<file path="src/rtl/mem_access_arbiter.sv">
// Two-port round-robin arbiter that serializes single read or read-modify-write
// transactions onto the shared memory-system bus and counts completions.
module mem_access_arbiter #(
  parameter int unsigned CNT_W = 8
) (
  input  logic             CLK,
  input  logic             RST_N,
  input  logic             reqA,
  input  logic             wrA,
  input  logic [2:0]       addrA,
  input  logic [1:0]       opA,
  input  logic [7:0]       dataA,
  output logic             ackA,
  input  logic             reqB,
  input  logic             wrB,
  input  logic [2:0]       addrB,
  input  logic [1:0]       opB,
  input  logic [7:0]       dataB,
  output logic             ackB,
  output logic             memMode,
  output logic [2:0]       memAddr,
  output logic [1:0]       memOp,
  output logic [7:0]       memDataIn,
  input  logic [7:0]       memDataOut,
  output logic [7:0]       rdData,
  output logic             busy,
  output logic [CNT_W-1:0] txCount
);

  typedef enum logic [1:0] {StIdle, StIssue, StResp, StAck} state_e;

  state_e           state_q;
  logic             ptr_q;    // 0: A has priority, 1: B has priority
  logic             gnt_q;    // 0: A granted, 1: B granted
  logic             wr_q;
  logic [2:0]       addr_q;
  logic [1:0]       op_q;
  logic [7:0]       data_q;
  logic [7:0]       rd_q;
  logic             ack_a_q;
  logic             ack_b_q;
  logic [CNT_W-1:0] cnt_q;

  logic             any_req;
  logic             pick_b;

  always_comb begin
    any_req = reqA | reqB;
    pick_b  = reqB & (~reqA | ptr_q);
  end

  always_ff @(posedge CLK) begin
    if (!RST_N) begin
      state_q <= StIdle;
      ptr_q   <= 1'b0;
      gnt_q   <= 1'b0;
      wr_q    <= 1'b0;
      addr_q  <= '0;
      op_q    <= '0;
      data_q  <= '0;
      rd_q    <= '0;
      ack_a_q <= 1'b0;
      ack_b_q <= 1'b0;
      cnt_q   <= '0;
    end else begin
      unique case (state_q)
        StIdle: begin
          if (any_req) begin
            gnt_q   <= pick_b;
            ptr_q   <= ~pick_b;
            wr_q    <= pick_b ? wrB   : wrA;
            addr_q  <= pick_b ? addrB : addrA;
            op_q    <= pick_b ? opB   : opA;
            data_q  <= pick_b ? dataB : dataA;
            state_q <= StIssue;
          end
        end
        StIssue: state_q <= StResp;
        StResp: begin
          // In-place write has already committed, so this returns the new value.
          rd_q    <= memDataOut;
          ack_a_q <= ~gnt_q;
          ack_b_q <= gnt_q;
          state_q <= StAck;
        end
        StAck: begin
          ack_a_q <= 1'b0;
          ack_b_q <= 1'b0;
          cnt_q   <= cnt_q + CNT_W'(1);
          state_q <= StIdle;
        end
        default: state_q <= StIdle;
      endcase
    end
  end

  // Only an ISSUE cycle of a write may drive write mode into the RAM.
  always_comb begin
    memMode   = ~((state_q == StIssue) & wr_q);
    memAddr   = addr_q;
    memOp     = op_q;
    memDataIn = data_q;
    busy      = (state_q != StIdle);
    ackA      = ack_a_q;
    ackB      = ack_b_q;
    rdData    = rd_q;
    txCount   = cnt_q;
  end

endmodule

</file>
<file path="config.mk">
export PLATFORM = sky130hd
export DESIGN_NAME = mem_access_arbiter
export DESIGN_NICKNAME = d
export VERILOG_FILES = /design/src/rtl/mem_access_arbiter.sv
export SDC_FILE = /design/constraint.sdc
export NUM_CORES = 1
export LEC_CHECK = 0
export ABC_AREA = 0
export CAP_MARGIN = 0
export CORE_MARGIN = 2
export CORE_UTILIZATION = 40
export CTS_CLUSTER_SIZE = 16
export DETAILED_ROUTE_END_ITERATION = 8
export GPL_TIMING_DRIVEN = 0
export PLACE_DENSITY = 0.77
export RECOVER_POWER = 100
export SYNTH_ARGS = -nofsm -noshare
export SYNTH_HDL_FRONTEND = slang
export SYNTH_SLANG_ARGS = --single-unit
</file>
<file path="constraint.sdc">
create_clock -name CLK -period 2 [get_ports CLK]
set_clock_uncertainty 0.2 [all_clocks]
set_input_delay 0.4 -clock CLK [delete_from_list [all_inputs] [get_ports CLK]]
set_output_delay 0.4 -clock CLK [all_outputs]
set_load 0.02 [all_outputs]
</file>
* After elaboration in Yosys (flattened, before gate mapping)
Index checks and enable logic that the tools add are counted.
Storage, ports and cells: logic and storage cells 36, register bits 36, input port bits 40, memories kept 0, ROM bits 0, output and inout port bits 33, RAM bits 0, bits in latches 0
Operators by class: reductions and logical operators 4, shift operators 0, add/subtract/negate cells 1, bitwise logic cells 8, equality and inequality tests 4, div/mod/pow operators 0, magnitude comparators 0, mux-type cells 8, multiply operators 0
Operators by type and width (number):
- 8-bit by 1-bit adder with 8-bit output (second input constant) | 1
- 8-bit two-way mux | 1
- 2-bit case mux with 4 select lines | 1
- 2-bit equality test (second input constant) | 2
- 2-bit two-way mux | 2
- 1-bit NOT | 4
- 1-bit case mux with 2 select lines | 2
- 2-bit nonzero test | 2
- 3-bit two-way mux | 1
- 1-bit bitwise AND | 2
- 2-bit by 1-bit equality test with 1-bit output (second input constant) | 1
- 2-bit logical NOT | 1
- 2-bit inequality test (second input constant) | 1
- 1-bit OR | 2
- 2-bit AND reduction | 1
- 1-bit two-way mux | 1

* Longest topological paths before layout
word-level depth 4, mapped depth 7, depth with buffers taken out 5

* Worst setup path before layout
OpenSTA, ideal clock, no wires.
path type reg2reg, start point register state_q[0], end point register addr_q[2], in the netlist memAddr[2], path buffers 3, data arrival time 1412 ps, path slack 266 ps, setup time 122 ps, clock period less this slack 1734 ps, data required time 1678 ps, cell stages (with the launch flop) 8, cells stage by stage dfxtp_1 -> inv_1 -> ha_1 -> buf_2 -> and4_1 -> buf_2 -> buf_6 -> a221o_1
Between the ends: cells in the longest elaborated chain, start to end 2
Ends and longest elaborated chain:
- start: declaration | RTL line 32 | state_e state_q;
- start signal: assignment | RTL line 54 | state_q <= StIdle;
- start signal: assignment | RTL line 75 | state_q <= StIssue;
- start signal: assignment | RTL line 78 | StIssue: state_q <= StResp;
- 2-bit logical NOT | RTL line 66 | unique case (state_q)
- 2-bit AND reduction (no line)
- end signal: assignment | RTL line 72 | addr_q <= pick_b ? addrB : addrA;
- end: declaration | RTL line 36 | logic [2:0] addr_q;
No other way between the ends. A chain may end at the register's enable or synchronous reset.

* Worst setup path after layout
start point register cnt_q[1], in the netlist txCount[1], end point output port txCount[1]
RTL lines:
- start: declaration | RTL line 42 | logic [CNT_W-1:0] cnt_q;
- start signal: assignment | RTL line 89 | cnt_q <= cnt_q + CNT_W'(1);
- end: declaration | RTL line 27 | output logic [CNT_W-1:0] txCount
No word-level cell between the ends.

==> impl_metrics.tcl <==
set metrics [dict create \
    vias 1425 \
    track_usage 0.204 \
    placement.io_buffers 72 \
    outcome "finished, final reports clean" \
    cts.reportedPaths.clkPinSlew_ns 0.07 \
    timing_max_transition_violations_final 0 \
    post_route_cells_drive_above_1_share 0.105 \
    core_um2 3660 \
    postPlaceCellArea_um2 2300 \
    clk-insertion-delay-late_ns 0.28 \
    cpLargestDelayFamily "buffers and inverters" \
    floorplan.die.height_um 65.7 \
    cts_tree "done" \
    synth_area_leaders "sky130_fd_sc_hd__dfxtp_1 47%, sky130_fd_sc_hd__a221o_1 9.2%, sky130_fd_sc_hd__mux2i_1 6.6%, sky130_fd_sc_hd__and3_1 5.8%, sky130_fd_sc_hd__ha_1 4.1%" \
    worst-r2r-setup-slack_ns 0.12 \
    antenna-diode-count 0 \
    post-layout-total-power_mw 2.86 \
    finalNonFillerCells 276 \
    slew_headroom 0.595 \
    crit_path_max_fanout 5 \
    arrival_ns 1.32 \
    wl_mm 4.05 \
    setup.worst_path.class "register to output port" \
    num_io_pins 73 \
    synth.lib_cells_used.distinct 32 \
    synth_enable_flop_cells 0 \
    worstSetupEndpointType "output port" \
    grt_first_pass_wirelength_mm 6.76 \
    yosys_warnings 0 \
    cp.required_ns 1.40 \
    fmax_mhz 520 \
    crit_chain "clkdlybuf4s50_1" \
    fin_crit_period_ns 1.92 \
    half_perimeter_wire_length_after_detailed_placement_mm 3.02 \
    worstPathBufferInverterCount 1 \
    cts_sink_count 36 \
    vias_per_cell 5.16 \
    htree_levels 2 \
    largest_voltage_drop_on_the_vdd_net_mv 0.555 \
    dieWidth_um 65.7 \
    netlist.top_cell.by_area "sky130_fd_sc_hd__dfxtp_1" \
    route.antenna.remaining_nets 0 \
    synthCells 148 \
    stdcell_area_um2 2460 \
    worst_setup_path_start_kind "register" \
    gp_congestion 0.721 \
    cts-root-buf "sky130_fd_sc_hd__clkbuf_8" \
    area_enclosed_by_the_die_boundary_um2 4310 \
    p_leak_nw 0.988 \
    worst_pin_slew_ns 0.608 \
    design.final.nets 272 \
    antenna_found_initial 0 \
    postSynthRegisterBits 36 \
    wire_per_inst_um 14.7 \
    period_utilization 0.962 \
    crit_path_top_delay_cell "sky130_fd_sc_hd__clkdlybuf4s50_1" \
    area_delta_synth_final_pct 61.5 \
    critical_path.max_stage_delay_ns 0.63 \
    detail_route.first_pass.iterations 4 \
    worst_hold_path_class "register to register" \
    initialDrtViolationCount 57 \
    remaining_drc_errors 0 \
    placed_cells_incl_taps 268 \
    overflow 0 \
    synth.top_cells.by_count "36 x sky130_fd_sc_hd__dfxtp_1, 14 x sky130_fd_sc_hd__a221o_1, 14 x sky130_fd_sc_hd__and3_1" \
    synthArstFlopShare 0 \
    cellPowerDensity_nw_per_um2 1160 \
    setup_viol 0 \
    cts_made_buffers 5 \
    start_util 0.416 \
    synth_nets 193 \
    synthesis.area_um2 1520 \
    fillerInstances 287 \
    cts-root-to-sink-buffers 2 \
    ys_dominant_reg_cell "sky130_fd_sc_hd__dfxtp_1" \
    placementRows 22 \
    grt_pass1_vias 1474 \
    max-cap-violations 0 \
    syn-mean-instance-area_um2 10.3 \
    timing_hold_violations_final 0 \
    yosysMostFrequentCell "sky130_fd_sc_hd__dfxtp_1" \
    yosys.area.top_type_share 0.474 \
    grt_start_max_net_pins 13 \
    synth-seq-area-share 0.474 \
]
[state kept, by name, summed over array words and instances, names as in the netlist]
signal and count:
wr_q 1, gnt_q 1, state_q 2, txCount 8
ackB 1, memOp 2, memAddr 3, rdData 8
memDataIn 8, ackA 1, ptr_q 1
[repair_timing]
| action | 4_1_cts | 5_1_grt |
|---|---|---|
| endpoints found under the setup margin | 2 | 33 |
| gates resized for setup | 6 | 19 |
| cloned | 0 | 0 |
| hold buffers | 0 | 0 |
| buffers inserted | 0 | 0 |
[cells by family (layout without fill, tap and decap cells)]
family                   after synthesis  after routing  synth area share
XOR/XNOR                               4              4            0.0230
adder cells (fa/ha/maj)                5              5            0.0411
buffers and inverters                 14             94            0.0444
AO/OA/AOI/OAI                         30             30             0.164
multiplexers                          10             10            0.0658
AND/OR/NAND/NOR                       49             49             0.188
flip-flops                            36             36             0.474
[routing by layer]
| layer | vias up | GRT usage | wire, um |
|---|---|---|---|
| met5 | - | 0 | 0 |
| met4 | 0 | 0.0938 | 70 |
| met3 | 5 | 0.0497 | 218 |
| met2 | 43 | 0.352 | 2070 |
| met1 | 672 | 0.236 | 1700 |
| li1 | 705 | - | - |
[metrics by stage]
| step | worst slack, ns | hold WS [ns] | utilization | TNS (ns) |
|---|---|---|---|---|
| finish | 0.0760 | 0.284 | 0.671 | 0 |
| global route | -0.00282 | 0.311 | 0.671 | -0.00282 |
| CTS | 0.00228 | 0.287 | 0.671 | 0 |
| detailed placement | -0.294 | 0.277 | 0.629 | -7.38 |
| global placement | -0.250 | 0.261 | 0.629 | -5.84 |
| floorplan | 0.266 | 0.239 | - | 0 |
[worst paths after layout]
check | from | endpoint | depth (start not counted)
worst min-delay path | gnt_q$_SDFFE_PN0P_ | ackA$_SDFFE_PN0P_ | 1
worst min register to register | gnt_q$_SDFFE_PN0P_ | ackA$_SDFFE_PN0P_ | 1
worst max-delay path | txCount[1]$_SDFFE_PN0P_ | txCount[1] | 1
worst max register to register | state_q[0]$_SDFFE_PN0P_ | memDataIn[4]$_SDFFE_PN0P_ | 7
[cell usage in the layout, fill, tap and decap left out, types with 3 or more instances in the layout]
cell type / instances
sky130_fd_sc_hd__nand2b_1: 3
sky130_fd_sc_hd__nand4_1: 3
sky130_fd_sc_hd__mux2i_1: 10
sky130_fd_sc_hd__dfxtp_1: 34
sky130_fd_sc_hd__nor2b_1: 10
sky130_fd_sc_hd__ha_1: 5
sky130_fd_sc_hd__buf_2: 5
sky130_fd_sc_hd__a21boi_0: 3
sky130_fd_sc_hd__xnor2_1: 3
sky130_fd_sc_hd__nand2_1: 6
sky130_fd_sc_hd__and3_1: 14
sky130_fd_sc_hd__clkdlybuf4s50_1: 66
sky130_fd_sc_hd__nor2_1: 3
sky130_fd_sc_hd__clkbuf_8: 5
sky130_fd_sc_hd__o31ai_1: 3
sky130_fd_sc_hd__bufinv_16: 3
sky130_fd_sc_hd__clkbuf_1: 4
sky130_fd_sc_hd__and2_1: 4
sky130_fd_sc_hd__a221o_1: 14
sky130_fd_sc_hd__clkbuf_2: 3
[power by group]
part | internal [mW] | switching, mW | leakage, nW
Clock | 0.624 | 0.259 | 0.0784
Combinational | 0.505 | 0.512 | 0.615
Sequential | 0.871 | 0.0906 | 0.295
[area by class of cell]
cell class,instances,area (um^2),area share
timing repair buffer,72,701,0.285
clock buffer,5,68.8,0.0280
inverter,3,11.3,0.00458
tap,48,60.1,0.0244
sequential,36,723,0.294
multi-input combinational,98,741,0.301
buffer,11,62.6,0.0255
clock inverter,3,90.1,0.0367
Note: power is estimated with default switching activity, not from simulation.
